`config.mk`:
```
export PLATFORM = sky130hd
export DESIGN_NAME = uart_tx_param
export DESIGN_NICKNAME = d
export VERILOG_FILES = /design/src/rtl/uart_tx_param.sv
export SDC_FILE = /design/constraint.sdc
export NUM_CORES = 1
export LEC_CHECK = 0
export ABC_AREA = 1
export CORE_MARGIN = 2
export CORE_UTILIZATION = 40
export CTS_BUF_LIST = sky130_fd_sc_hd__clkbuf_8
export DETAILED_ROUTE_END_ITERATION = 7
export SLEW_MARGIN = 10
export SYNTH_ARGS = -nofsm -noshare
export SYNTH_HDL_FRONTEND = slang
export SYNTH_SLANG_ARGS = --single-unit
export TNS_END_PERCENT = 10
```
`constraint.sdc`:
```
create_clock -name CLK -period 2.4 [get_ports CLK]
set_clock_uncertainty 0.15 [all_clocks]
set_input_delay 0.48 -clock CLK [delete_from_list [all_inputs] [get_ports CLK]]
set_output_delay 0.48 -clock CLK [all_outputs]
set_load 0.01 [all_outputs]
```
`src/rtl/uart_tx_param.sv`:
```
// Parametrised UART transmitter: ready/valid input, internal baud divider, optional parity and 2 stop bits.
// Define UART_TX_FIFO_EN for a FIFO_DEPTH-word input FIFO; otherwise a single holding register is used.
module uart_tx_param #(
  parameter int DATA_WIDTH = 8,
  parameter int DIV_WIDTH  = 16,
  parameter int FIFO_DEPTH = 4
) (
  input  logic                  CLK,
  input  logic                  RST,
  input  logic [DATA_WIDTH-1:0] P_DATA,
  input  logic                  DATA_VALID,
  output logic                  READY,
  input  logic                  PAR_EN,
  input  logic                  PAR_TYP,
  input  logic                  STOP2,
  input  logic [DIV_WIDTH-1:0]  BAUD_DIV,
  output logic                  TX_OUT,
  output logic                  BUSY
);

  localparam int IDX_W = $clog2(DATA_WIDTH);
  localparam logic [IDX_W-1:0] LAST_IDX = IDX_W'(DATA_WIDTH - 1);

  typedef enum logic [2:0] {
    S_IDLE,
    S_START,
    S_DATA,
    S_PARITY,
    S_STOP
  } state_t;

  state_t                state_q, state_d;
  logic [DIV_WIDTH-1:0]  cnt_q, cnt_d;
  logic [DIV_WIDTH-1:0]  div_q, div_d;
  logic [IDX_W-1:0]      bit_idx_q, bit_idx_d;
  logic [DATA_WIDTH-1:0] data_q, data_d;
  logic                  par_en_q, par_en_d;
  logic                  par_bit_q, par_bit_d;
  logic                  stop2_q, stop2_d;
  logic                  stop_idx_q, stop_idx_d;
  logic                  tx_q, tx_d;
  logic                  ready_en_q;

  logic                  push;
  logic                  pop;
  logic                  pending;
  logic                  full;
  logic                  start_frame;
  logic                  bit_end;
  logic [DATA_WIDTH-1:0] head;
  logic [DIV_WIDTH-1:0]  live_div;

  // ready_en_q holds READY low during reset and releases it one edge after RST goes high
  assign READY    = ready_en_q && !full;
  assign push     = DATA_VALID && READY;
  assign live_div = (BAUD_DIV == '0) ? DIV_WIDTH'(1) : BAUD_DIV;

`ifdef UART_TX_FIFO_EN
  localparam int PTR_W = $clog2(FIFO_DEPTH);
  localparam logic [PTR_W:0] FULL_CNT = (PTR_W + 1)'(FIFO_DEPTH);

  logic [DATA_WIDTH-1:0] mem_q [FIFO_DEPTH];
  logic [PTR_W-1:0]      wr_ptr_q, wr_ptr_d;
  logic [PTR_W-1:0]      rd_ptr_q, rd_ptr_d;
  logic [PTR_W:0]        count_q, count_d;

  always_comb begin
    wr_ptr_d = wr_ptr_q;
    rd_ptr_d = rd_ptr_q;
    count_d  = count_q;
    if (push) wr_ptr_d = wr_ptr_q + PTR_W'(1);
    if (pop) rd_ptr_d = rd_ptr_q + PTR_W'(1);
    case ({push, pop})
      2'b10:   count_d = count_q + (PTR_W + 1)'(1);
      2'b01:   count_d = count_q - (PTR_W + 1)'(1);
      default: count_d = count_q;
    endcase
  end

  always_ff @(posedge CLK) begin
    if (!RST) begin
      wr_ptr_q <= '0;
      rd_ptr_q <= '0;
      count_q  <= '0;
    end else begin
      wr_ptr_q <= wr_ptr_d;
      rd_ptr_q <= rd_ptr_d;
      count_q  <= count_d;
    end
  end

  always_ff @(posedge CLK) begin
    if (push) mem_q[wr_ptr_q] <= P_DATA;
  end

  assign full    = (count_q == FULL_CNT);
  assign pending = (count_q != '0);
  assign head    = mem_q[rd_ptr_q];
`else
  logic [DATA_WIDTH-1:0] hold_q, hold_d;
  logic                  hold_vld_q, hold_vld_d;

  always_comb begin
    hold_d     = hold_q;
    hold_vld_d = hold_vld_q;
    if (pop) hold_vld_d = 1'b0;
    if (push) begin
      hold_d     = P_DATA;
      hold_vld_d = 1'b1;
    end
  end

  always_ff @(posedge CLK) begin
    if (!RST) begin
      hold_q     <= '0;
      hold_vld_q <= 1'b0;
    end else begin
      hold_q     <= hold_d;
      hold_vld_q <= hold_vld_d;
    end
  end

  assign full    = hold_vld_q;
  assign pending = hold_vld_q;
  assign head    = hold_q;
`endif

  always_comb begin
    state_d     = state_q;
    cnt_d       = cnt_q;
    div_d       = div_q;
    bit_idx_d   = bit_idx_q;
    data_d      = data_q;
    par_en_d    = par_en_q;
    par_bit_d   = par_bit_q;
    stop2_d     = stop2_q;
    stop_idx_d  = stop_idx_q;
    pop         = 1'b0;
    start_frame = 1'b0;
    tx_d        = 1'b1;
    bit_end     = (cnt_q == '0);

    // Every non-idle state counts down one bit period and reloads for the following bit
    if (state_q != S_IDLE) begin
      cnt_d = bit_end ? (div_q - DIV_WIDTH'(1)) : (cnt_q - DIV_WIDTH'(1));
    end

    case (state_q)
      S_IDLE: begin
        start_frame = pending;
      end
      S_START: begin
        if (bit_end) begin
          state_d   = S_DATA;
          bit_idx_d = '0;
        end
      end
      S_DATA: begin
        if (bit_end) begin
          if (bit_idx_q == LAST_IDX) begin
            state_d    = par_en_q ? S_PARITY : S_STOP;
            stop_idx_d = 1'b0;
          end else begin
            bit_idx_d = bit_idx_q + IDX_W'(1);
          end
        end
      end
      S_PARITY: begin
        if (bit_end) begin
          state_d    = S_STOP;
          stop_idx_d = 1'b0;
        end
      end
      S_STOP: begin
        if (bit_end) begin
          if (stop2_q && !stop_idx_q) begin
            stop_idx_d = 1'b1;
          end else if (pending) begin
            start_frame = 1'b1;
          end else begin
            state_d = S_IDLE;
          end
        end
      end
      default: state_d = S_IDLE;
    endcase

    // Frame settings are captured together with the word so later input changes wait for the next frame
    if (start_frame) begin
      pop       = 1'b1;
      state_d   = S_START;
      data_d    = head;
      par_en_d  = PAR_EN;
      par_bit_d = (^head) ^ PAR_TYP;
      stop2_d   = STOP2;
      div_d     = live_div;
      cnt_d     = live_div - DIV_WIDTH'(1);
    end

    case (state_d)
      S_START:  tx_d = 1'b0;
      S_DATA:   tx_d = data_d[bit_idx_d];
      S_PARITY: tx_d = par_bit_d;
      default:  tx_d = 1'b1;
    endcase
  end

  always_ff @(posedge CLK) begin
    if (!RST) begin
      state_q    <= S_IDLE;
      cnt_q      <= '0;
      div_q      <= DIV_WIDTH'(1);
      bit_idx_q  <= '0;
      data_q     <= '0;
      par_en_q   <= 1'b0;
      par_bit_q  <= 1'b0;
      stop2_q    <= 1'b0;
      stop_idx_q <= 1'b0;
      tx_q       <= 1'b1;
      ready_en_q <= 1'b0;
    end else begin
      state_q    <= state_d;
      cnt_q      <= cnt_d;
      div_q      <= div_d;
      bit_idx_q  <= bit_idx_d;
      data_q     <= data_d;
      par_en_q   <= par_en_d;
      par_bit_q  <= par_bit_d;
      stop2_q    <= stop2_d;
      stop_idx_q <= stop_idx_d;
      tx_q       <= tx_d;
      ready_en_q <= 1'b1;
    end
  end

  assign TX_OUT = tx_q;
  assign BUSY   = (state_q != S_IDLE) || pending;

endmodule

```
==> run_results.csv <==
group,metric,value,unit
run_status,outcome,"completed",
synth,yosys.area_share.simple,37.9,%
critical_path,required,2500,ps
placement,place_congestion,0.900,
floorplan,die_area,9470,um^2
clock_network,cts-root-buf,"clkbuf_8",
grt,grt_max_degree,32,
layout,final_net_count,642,
power,switchingPower,1240,uW
floorplan,rows,34,
job,drv_cap,0,
sta,setup_viol,0,
synth,synthAdderAreaFrac,0.718,%
sta,period_share,96.3,%
synth,synth.area.mux_share,0,%
grt,grt_usage,20.1,%
synth,ys_ff_latch,61,
synth,synth_top_family_by_area,"simple AND/OR/NAND/NOR gates",
sta,max-slew-margin-rel,68.1,%
critical_path,path_max_fanout,5,
sta,rsz0062_at_grt,"true",
layout,drive_above_1_share,22.3,%
routing,drc,0,
routing,vias,3566,
synth,synth.area.top_cells,"dfxtp_1 (35%), nand2_1 (16%), inv_1 (7.3%)",
critical_path,ff2ff_path_depth,19,
critical_path,path_cells,"nor2_1 -> nand2_1 -> nor2_4 -> nand3_2 -> nand2_2 -> nand2_4 -> o21ai_2 -> nand2_2 -> inv_2 -> ha_4 -> inv_4 -> nor2_4 -> nand2_4 -> nor2_4 -> nand2_1 -> nand2_1 -> nand3_1 -> nand2_1 -> inv_1",
layout,n_antenna_cell,0,
floorplan,die_w,97.3,um
sta,hold_slack,310,ps
routing,dr.pass1.iters,4,
power,power,3280,uW
clock_network,numCtsBuffers,9,
sta,slew_violations,0,
clock_network,htree_levels,3,
critical_path,cp.arrival,2410,ps
routing,routed.top_layer,"met4",
grt,grt_first_pass_wirelength,15.6,mm
sta,final.min_clock_period,2310,ps
critical_path,cp-end-kind,"flop",
clock_network,ctsLongestPathBuffers,2,
grt,grt_overflow,0,
routing,wl_met3,358,um
floorplan,fp.dieH,97.3,um
grt,first_global_vias,3334,
sta,tightest_slew,477,ps
clock_network,worstSkewPairLatency,350,ps
power,comb_power_share,39.3,%
power,p_clk_share,25.1,%
power,power_density,724,nW/um^2
routing,routed_wl,9.11,mm
synth,yosysSeqAreaShare,35.1,%
synth,synth-compound-area-share,13.3,%
sta,hold_viol,0,
power,swShare,37.7,%
routing,first_iter_violations,151,
power,p_seq_share,35.6,%
clock_network,cts_tree,"done",
routing,vias_per_cell,4.93,
power,peakVddDrop,0.367,mV
synth,synth_edf_count,0,
routing,wl_met1,4.30,mm
routing,wl_per_cell,12.6,um
critical_path,slowest_delay,320,ps
routing,ant_nets,0,
placement,numPortBuffers,32,
sta,timing.fmax,433,MHz
min_path,hold_path_depth,2,
synth,synth-xor-area-share,2.26,%
floorplan,ioPinCount,33,
routing,wl_met2,4.33,mm
clock_network,path_clk_slew,70,ps
critical_path,critPathSlowestCell,"dfxtp_2",
synth,yosysMostFrequentCell,"nand2_1",
synth,synth_async_sr_flop_share,0,%
synth,ys_types,33,
floorplan,initial_core_util,40.5,%
synth,postSynthCellCount,538,
synth,syn_nets,570,
synth,synth_area,3480,um^2
critical_path,critPathMostFrequentCell,"nand2_1",
min_path,hold_class,"reg -> reg",
grt,antenna_found_initial,0,
synth,synth_flop_cell,"dfxtp_1",
layout,syn_to_final_growth,30.2,%
synth,yosysWarnings,0,
synth,netlist.area_leader.share,35.1,%
power,power.leakage,0.00208,uW
power,p_int,2040,uW
critical_path,crit_type,"reg -> reg",
synth,synthTopCellsByCount,"nand2_1 (145), inv_1 (68), dfxtp_1 (61)",
floorplan,core-area,8590,um^2
synth,yosysTopAreaCell,"dfxtp_1",
critical_path,cp-start-kind,"flop",
sta,finalSetupTns,0,ps
placement,dp.final_hpwl,6.55,mm
clock_network,cts.sinks,61,
synth,synth.avg_cell_area,6.47,um^2
-- per-stage QoR --
step | cells | utilization [%] | area (um^2) | worst slack, ps
6_report | 723 | 52.8 | 4540 | 89.2
5_1_grt | 723 | 52.8 | 4540 | -66.8
3_5_place_dp | 691 | 47.5 | 4080 | -271
2_1_floorplan | 538 | - | 3480 | 212
3_3_place_gp | 691 | 47.5 | 4080 | -235
4_1_cts | 709 | 50.0 | 4300 | -2.36
-- what timing repair did --
item,in CTS,in global routing
gates resized for setup,6,42
endpoints found under the hold margin,0,0
hold buffers,0,0
pin swaps,9,30
buffers inserted,2,15
endpoints found under the setup margin,9,14
-- worst max-delay path, delay by kind of cell, from the launching register on --
kind / cells / cell delay (ps)
AND/OR/NAND/NOR: 14 / 1380
buffers and inverters: 3 / 140
AO/OA/AOI/OAI: 1 / 70
flip-flops: 1 / 320
adder cells (fa/ha/maj): 1 / 140
-- area by class of cell --
cell class,instances,area [um^2]
Clock inverter,6,38.8
Timing Repair Buffer,80,701
Tap cell,108,135
Clock buffer,10,138
Fill cell,863,4060
Multi-Input combinational cell,385,2010
Sequential cell,61,1230
Inverter,73,282
-- final timing paths --
check	from	endpoint	slack, ps
hold / removal	div_q[3]	div_q[3]	310
hold reg to reg	div_q[3]	div_q[3]	310
setup / recovery	cnt_q[12]	cnt_q[10]	90
setup reg to reg	cnt_q[12]	cnt_q[10]	90
-- layout by cell type (no fill, tap or decap), types with 2 or more instances in the layout --
master           count
nand2_2             14
clkbuf_8            10
dfxtp_1             50
nand2_4             12
nand2_1            139
inv_1               67
clkinv_1             2
nand4_1              5
a21oi_1             38
inv_2                2
nand3_2              2
clkdlybuf4s50_1     32
xnor2_1              5
nor2_4              12
nand3_1             38
buf_4               46
dfxtp_2             11
xor2_1               4
clkinv_2             3
o21ai_0             37
nor2_1              46
a31oi_1              3
o211ai_1             2
nor2_2              14
a211oi_1             3
clkinvlp_4           2
clkinv_4             2
-- layer usage --
layer	GRT usage (%)	vias to the layer above
met5	0	-
met4	6.09	0
met3	3.96	11
met2	32.4	52
met1	27.3	1666
li1	-	1837
-- flip-flops by register name (all words and copies together) (netlist names) --
register and cells:
head 8, bit_idx_q 3, stop2_q 1, TX_OUT 1
stop_idx_q 1, state_q 3, full 1, data_q 8
par_en_q 1, cnt_q 16, par_bit_q 1, div_q 16
ready_en_q 1
-- logic make-up after synthesis --
kind of cell / count (synthesis)
compound gates: 88
xor+xnor: 9
fa+ha+maj: 2
buf+inv: 92
flops: 61
simple gates: 286
-- power groups by stage --
| stage | sequential, uW | clock (uW) | combinational (uW) |
|---|---|---|---|
| 2_1_floorplan | 1170 | 0 | 781 |
| 3_3_place_gp | 1180 | 0 | 1060 |
| 3_5_place_dp | 1180 | 0 | 1080 |
| 4_1_cts | 1160 | 859 | 1110 |
| 5_1_grt | 1180 | 894 | 1440 |
| 6_report | 1170 | 825 | 1290 |
(Power assumes the default switching activity.)
